==> config.mk <==
export PLATFORM = sky130hd
export DESIGN_NAME = fetch_stage
export DESIGN_NICKNAME = d
export VERILOG_FILES = /design/src/rtl/rv_pkg.sv /design/src/rtl/fetch_pc_gen.sv /design/src/rtl/fetch_stage.sv
export SDC_FILE = /design/constraint.sdc
export NUM_CORES = 1
export LEC_CHECK = 0
export CORE_ASPECT_RATIO = 0.8
export CORE_MARGIN = 3
export CORE_UTILIZATION = 52
export DETAILED_ROUTE_END_ITERATION = 7
export GPL_TIMING_DRIVEN = 1
export PLACE_DENSITY = 0.85
export SYNTH_ARGS = -nofsm -noshare
export SYNTH_HDL_FRONTEND = slang
export SYNTH_SLANG_ARGS = --single-unit
==> constraint.sdc <==
create_clock -name clk -period 4.4 [get_ports clk]
set_input_delay 0.88 -clock clk [delete_from_list [all_inputs] [get_ports clk]]
set_output_delay 0.88 -clock clk [all_outputs]
set_load 0.01 [all_outputs]
==> src/rtl/rv_pkg.sv <==
// Shared RV32I front-end definitions: datapath width, canonical NOP and fetch FSM encoding.
package rv_pkg;

  localparam int unsigned XLEN             = 32;
  localparam logic [31:0] NOP_INSTR        = 32'h0000_0013;
  localparam logic [31:0] DEFAULT_RESET_PC = 32'h0000_0000;

  typedef enum logic [1:0] {
    FETCH_REQ  = 2'd0,
    FETCH_WAIT = 2'd1,
    FETCH_DROP = 2'd2
  } fetch_state_e;

endpackage

==> src/rtl/fetch_pc_gen.sv <==
// Fetch PC generator: holds the next fetch PC and the PC of the outstanding request.
module fetch_pc_gen
  import rv_pkg::*;
#(
  parameter int unsigned      XLEN     = rv_pkg::XLEN,
  parameter logic [XLEN-1:0]  RESET_PC = DEFAULT_RESET_PC
) (
  input  logic            clk,
  input  logic            reset,
  input  logic            i_advance,
  input  logic            i_redirect,
  input  logic [XLEN-1:0] i_redirect_pc,
  output logic [XLEN-1:0] o_pc,
  output logic [XLEN-1:0] o_req_pc,
  output logic [XLEN-1:0] o_req_pc_plus4
);

  logic [XLEN-1:0] r_pc;
  logic [XLEN-1:0] r_req_pc;
  logic [XLEN-1:0] w_pc_plus4;
  logic [XLEN-1:0] w_redirect_aligned;

  // Unsigned add wraps 0xFFFF_FFFC to 0 naturally.
  assign w_pc_plus4         = r_pc + XLEN'(4);
  assign w_redirect_aligned = {i_redirect_pc[XLEN-1:2], 2'b00};

  always_ff @(posedge clk or negedge reset) begin
    if (!reset) begin
      r_pc     <= RESET_PC;
      r_req_pc <= RESET_PC;
    end else begin
      if (i_redirect) begin
        r_pc <= w_redirect_aligned;
      end else if (i_advance) begin
        r_pc <= w_pc_plus4;
      end
      if (i_advance) begin
        r_req_pc <= r_pc;
      end
    end
  end

  assign o_pc           = r_pc;
  assign o_req_pc       = r_req_pc;
  assign o_req_pc_plus4 = r_req_pc + XLEN'(4);

endmodule

==> src/rtl/fetch_stage.sv <==
// RV32I fetch stage: single-outstanding imem fetch feeding a one-entry valid/ready slot to decode.
module fetch_stage
  import rv_pkg::*;
#(
  parameter logic [31:0] RESET_PC = DEFAULT_RESET_PC,
  parameter int unsigned XLEN     = rv_pkg::XLEN
) (
  input  logic            clk,
  input  logic            reset,
  output logic            imem_req,
  output logic [XLEN-1:0] imem_addr,
  input  logic            imem_gnt,
  input  logic            imem_rvalid,
  input  logic [31:0]     imem_rdata,
  input  logic            redirect_valid,
  input  logic [XLEN-1:0] redirect_pc,
  input  logic            id_ready,
  output logic            id_valid,
  output logic [XLEN-1:0] id_pc,
  output logic [XLEN-1:0] id_pc_plus4,
  output logic [31:0]     id_instr
);

  localparam logic [1:0] ST_REQ  = FETCH_REQ;
  localparam logic [1:0] ST_WAIT = FETCH_WAIT;
  localparam logic [1:0] ST_DROP = FETCH_DROP;

  logic [1:0]      r_state;
  logic [1:0]      w_state_d;
  logic            r_run;
  logic            r_id_valid;
  logic [XLEN-1:0] r_id_pc;
  logic [XLEN-1:0] r_id_pc_plus4;
  logic [31:0]     r_id_instr;

  logic            w_slot_free;
  logic            w_req;
  logic            w_fire;
  logic            w_fill;
  logic [XLEN-1:0] w_pc;
  logic [XLEN-1:0] w_req_pc;
  logic [XLEN-1:0] w_req_pc_plus4;

  fetch_pc_gen #(
    .XLEN     (XLEN),
    .RESET_PC (XLEN'(RESET_PC))
  ) u_pc_gen (
    .clk            (clk),
    .reset          (reset),
    .i_advance      (w_fire),
    .i_redirect     (redirect_valid),
    .i_redirect_pc  (redirect_pc),
    .o_pc           (w_pc),
    .o_req_pc       (w_req_pc),
    .o_req_pc_plus4 (w_req_pc_plus4)
  );

  // Clears asynchronously so no request is visible while reset is held.
  always_ff @(posedge clk or negedge reset) begin
    if (!reset) begin
      r_run <= 1'b0;
    end else begin
      r_run <= 1'b1;
    end
  end

  assign w_slot_free = !r_id_valid || id_ready;
  assign w_req       = r_run && (r_state == ST_REQ) && w_slot_free;
  assign w_fire      = w_req && imem_gnt;
  // A response landing with a redirect is already stale.
  assign w_fill      = (r_state == ST_WAIT) && imem_rvalid && !redirect_valid;

  always_comb begin
    w_state_d = r_state;
    case (r_state)
      ST_REQ: begin
        if (w_fire) begin
          w_state_d = redirect_valid ? ST_DROP : ST_WAIT;
        end
      end
      ST_WAIT: begin
        if (imem_rvalid) begin
          w_state_d = ST_REQ;
        end else if (redirect_valid) begin
          w_state_d = ST_DROP;
        end
      end
      ST_DROP: begin
        if (imem_rvalid) begin
          w_state_d = ST_REQ;
        end
      end
      default: w_state_d = ST_REQ;
    endcase
  end

  always_ff @(posedge clk or negedge reset) begin
    if (!reset) begin
      r_state <= ST_REQ;
    end else begin
      r_state <= w_state_d;
    end
  end

  always_ff @(posedge clk or negedge reset) begin
    if (!reset) begin
      r_id_valid    <= 1'b0;
      r_id_pc       <= '0;
      r_id_pc_plus4 <= XLEN'(4);
      r_id_instr    <= NOP_INSTR;
    end else begin
      if (redirect_valid) begin
        r_id_valid <= 1'b0;
      end else if (w_fill) begin
        r_id_valid    <= 1'b1;
        r_id_pc       <= w_req_pc;
        r_id_pc_plus4 <= w_req_pc_plus4;
        r_id_instr    <= imem_rdata;
      end else if (r_id_valid && id_ready) begin
        r_id_valid <= 1'b0;
      end
    end
  end

  assign imem_req    = w_req;
  assign imem_addr   = w_pc;
  assign id_valid    = r_id_valid;
  assign id_pc       = r_id_pc;
  assign id_pc_plus4 = r_id_pc_plus4;
  assign id_instr    = r_id_instr;

endmodule
==> results.toml <==
[status]
status = "finished, final reports clean"

[critical_path]
crit_slowest_cell = "nor2b_1"
crit_top_cell = "clkdlybuf4s50_1"
worst-path-max-fanout = 7
cp-start-kind = "input pin"
crit_family = "buffers and inverters"
crit_required_ns = 3.52
arrival_ns = 2.48
crit_path_end_kind = "output port"
path_buf_inv = 2
critPathKind = "input pin to output port"
rr_worst_depth = 5
path_depth = 4
crit_chain = "clkdlybuf4s50_1 > nor2b_1 > nor4b_1 > clkdlybuf4s50_1"
cpPeakStageDelay_ns = 0.53

[global_routing]
grt_pass1_wl_mm = 32.8
grt_start_max_net_pins = 114
grt_overflow_total = 0
antenna_found_initial = 0
grt_use_total_pct = 26.1
grt_pass1_vias = 6259

[cells_and_area]
final_cell_area_mm2 = 0.00986
drive_above_1_share_pct = 8.80
layout.nets = 1014
syn_to_final_growth_pct = 35.3
diodes = 0
instances_no_fill = 1135

[route]
remaining_drc_errors = 0
vias_per_cell = 5.67
detail_route.iter0.violations = 415
wl_mm = 19.7
first_pass_iters = 5
ant_nets = 0
num_vias = 6438
routedWlPerCell_um = 17.4

[logic_synthesis]
synth-seq-cells = 156
ys_warn_count = 0
synth_ff_type = "dfrtp_1"
synth.avg_cell_area_um2 = 9.44
yosysSeqAreaShare_pct = 53.6
netlist_top_cells_area = "dfrtp_1 (52%), nand2_1 (12%), mux2_2 (4.3%)"
synth_top_area_share_pct = 52.2
synthesis.area_mm2 = 0.00729
synth-edff-count = 0
synth_top_area_cell = "dfrtp_1"
yosys-top-cells-count = "nand2_1 (242), dfrtp_1 (152), clkbuf_1 (35)"
post_synth_num_cell_types = 51
synthArstFlopShare_pct = 100
synthCells = 772
synth.most_common_cell = "nand2_1"

[job]
cap_violations = 0

[sta]
relSlewSlack_pct = 29.7
finalCriticalPeriod_ns = 3.36
tightestPinTransition_ns = 1.05
rsz0062_at_grt = "false"
drv_slew = 0
finalSetupViolations = 0
post-route-period-util_pct = 76.3
setup_ws_ns = 1.04
fmax_mhz = 298
final.setup.tns_ns = 0
hold_viol = 0
fin_skew_ns = 0.00744

[clock_network]
post-cts-setup-buffers = 0
cts_buffers = 17
worstSkewPairLatency_ns = 0.42
root_buffer = "clkbuf_16"
cts_buffer_depth = 2
cts_sinks = 156
cts_hold_buf = 0
h-tree-depth = 4
cts_resized = 0
cts_tree = "built"
cts.clk_slew.worst_paths_ns = 0.06

[floorplan]
num_rows = 38
initial_utilization_pct = 53.4
io_pins = 200
die_w_um = 138
die_y_um = 112
dieArea_mm2 = 0.0155
coreArea_mm2 = 0.0136

[placement]
pre_cts_ws_ns = 1.05
place_area_mm2 = 0.00926
dp_hpwl_mm = 13.9
portBuffers = 191
place_congestion = 0.879
dp_cells = 1103

[pwr]
total_power_mw = 5.36
power_density_mw_per_mm2 = 544
peakVddDrop_mv = 0.298
leakage_nw = 4.21

[min_path]
hold_path_class = "flip-flop to flip-flop"
whs_path_depth = 2
==> registers in the layout, summed over array words and instances (netlist names) <==
signal	flops
id_pc_plus4	30
id_instr	32
u_pc_gen.o_pc	30
r_state	2
id_pc	30
id_valid	1
u_pc_gen.o_req_pc	30
r_run	1
==> report_power, final <==
group	switching (mW)	internal [mW]	total, mW	leakage, nW
Clock	0.611	0.865	1.48	0.284
Sequential	0.394	1.88	2.27	1.91
Combinational	0.697	0.916	1.61	2.01
Total	1.70	3.66	5.36	4.21
==> stage by stage <==
stage	utilization (%)	hold WS (ns)
6_report	72.2	0.463
5_1_grt	72.2	0.489
2_1_floorplan	-	0.465
4_1_cts	72.2	0.465
3_5_place_dp	67.9	0.455
3_3_place_gp	67.9	0.449
==> cell type report <==
| class | count | area, um^2 |
|---|---|---|
| inverter | 8 | 30.0 |
| sequential | 156 | 3910 |
| fill | 1019 | 3790 |
| multi-input combinational | 561 | 3130 |
| timing repair buffer | 198 | 1970 |
| clock buffer | 19 | 443 |
| tap | 180 | 225 |
| clock inverter | 13 | 155 |
==> kinds of logic (layout without fill, tap and decap cells) <==
kind of cell             Yosys count  in the layout  share of synthesized area (%)
AO/OA/AOI/OAI                     96             96                           8.45
AND/OR/NAND/NOR                  405            405                           26.5
XOR/XNOR                          22             22                           2.64
adder cells (fa/ha/maj)            2              2                          0.343
other                              2              7                          0.103
flip-flops                       156            156                           53.6
multiplexers                      29             29                           4.47
buffers and inverters             60            238                           3.88
==> routing by layer <==
metal  GRT usage (%)  part of all wire (%)  vias to the layer above
li1                -                     -                     3035
met1            37.8                    46                     3089
met2            39.9                    46                      291
met3            5.97                   7.2                       23
met4            7.37                   1.3                        0
met5               0                     0                        -
==> worst register-to-register path, stage by stage, from the launching register on <==
cell and delay (ns):
dfrtp_1 0.49, nor4bb_1 0.36, buf_4 0.22, nand3_1 0.51, or4_1 0.68, a31oi_1 0.19
==> path summary, 6_finish.rpt <==
check,endpoint,slack [ns],from
setup reg to reg,u_pc_gen.o_pc[22]$_DFFE_PN0P_,1.86,r_state[0]$_DFFE_PN0P_
setup / recovery,imem_req,1.04,id_ready
hold / removal,id_instr[0]$_DFFE_PN1P_,0.46,id_instr[0]$_DFFE_PN1P_
max in group asynchronous,id_instr[0]$_DFFE_PN1P_,2.76,reset
min in group asynchronous,u_pc_gen.o_pc[26]$_DFFE_PN0P_,0.54,reset
hold reg to reg,id_instr[0]$_DFFE_PN1P_,0.46,id_instr[0]$_DFFE_PN1P_
==> cell usage in the layout (no fill, tap or decap), drive strengths merged, types with 14 or more instances in the layout <==
cell type	count
a31oi	21
clkbuf	19
clkdlybuf4s50	190
dfrtp	152
inv	14
mux2	28
nand2	242
nand3	31
nand4	19
nor2	27
o21ai	33
o31ai	22
or4	27
Note: power is estimated with default switching activity, not from simulation.
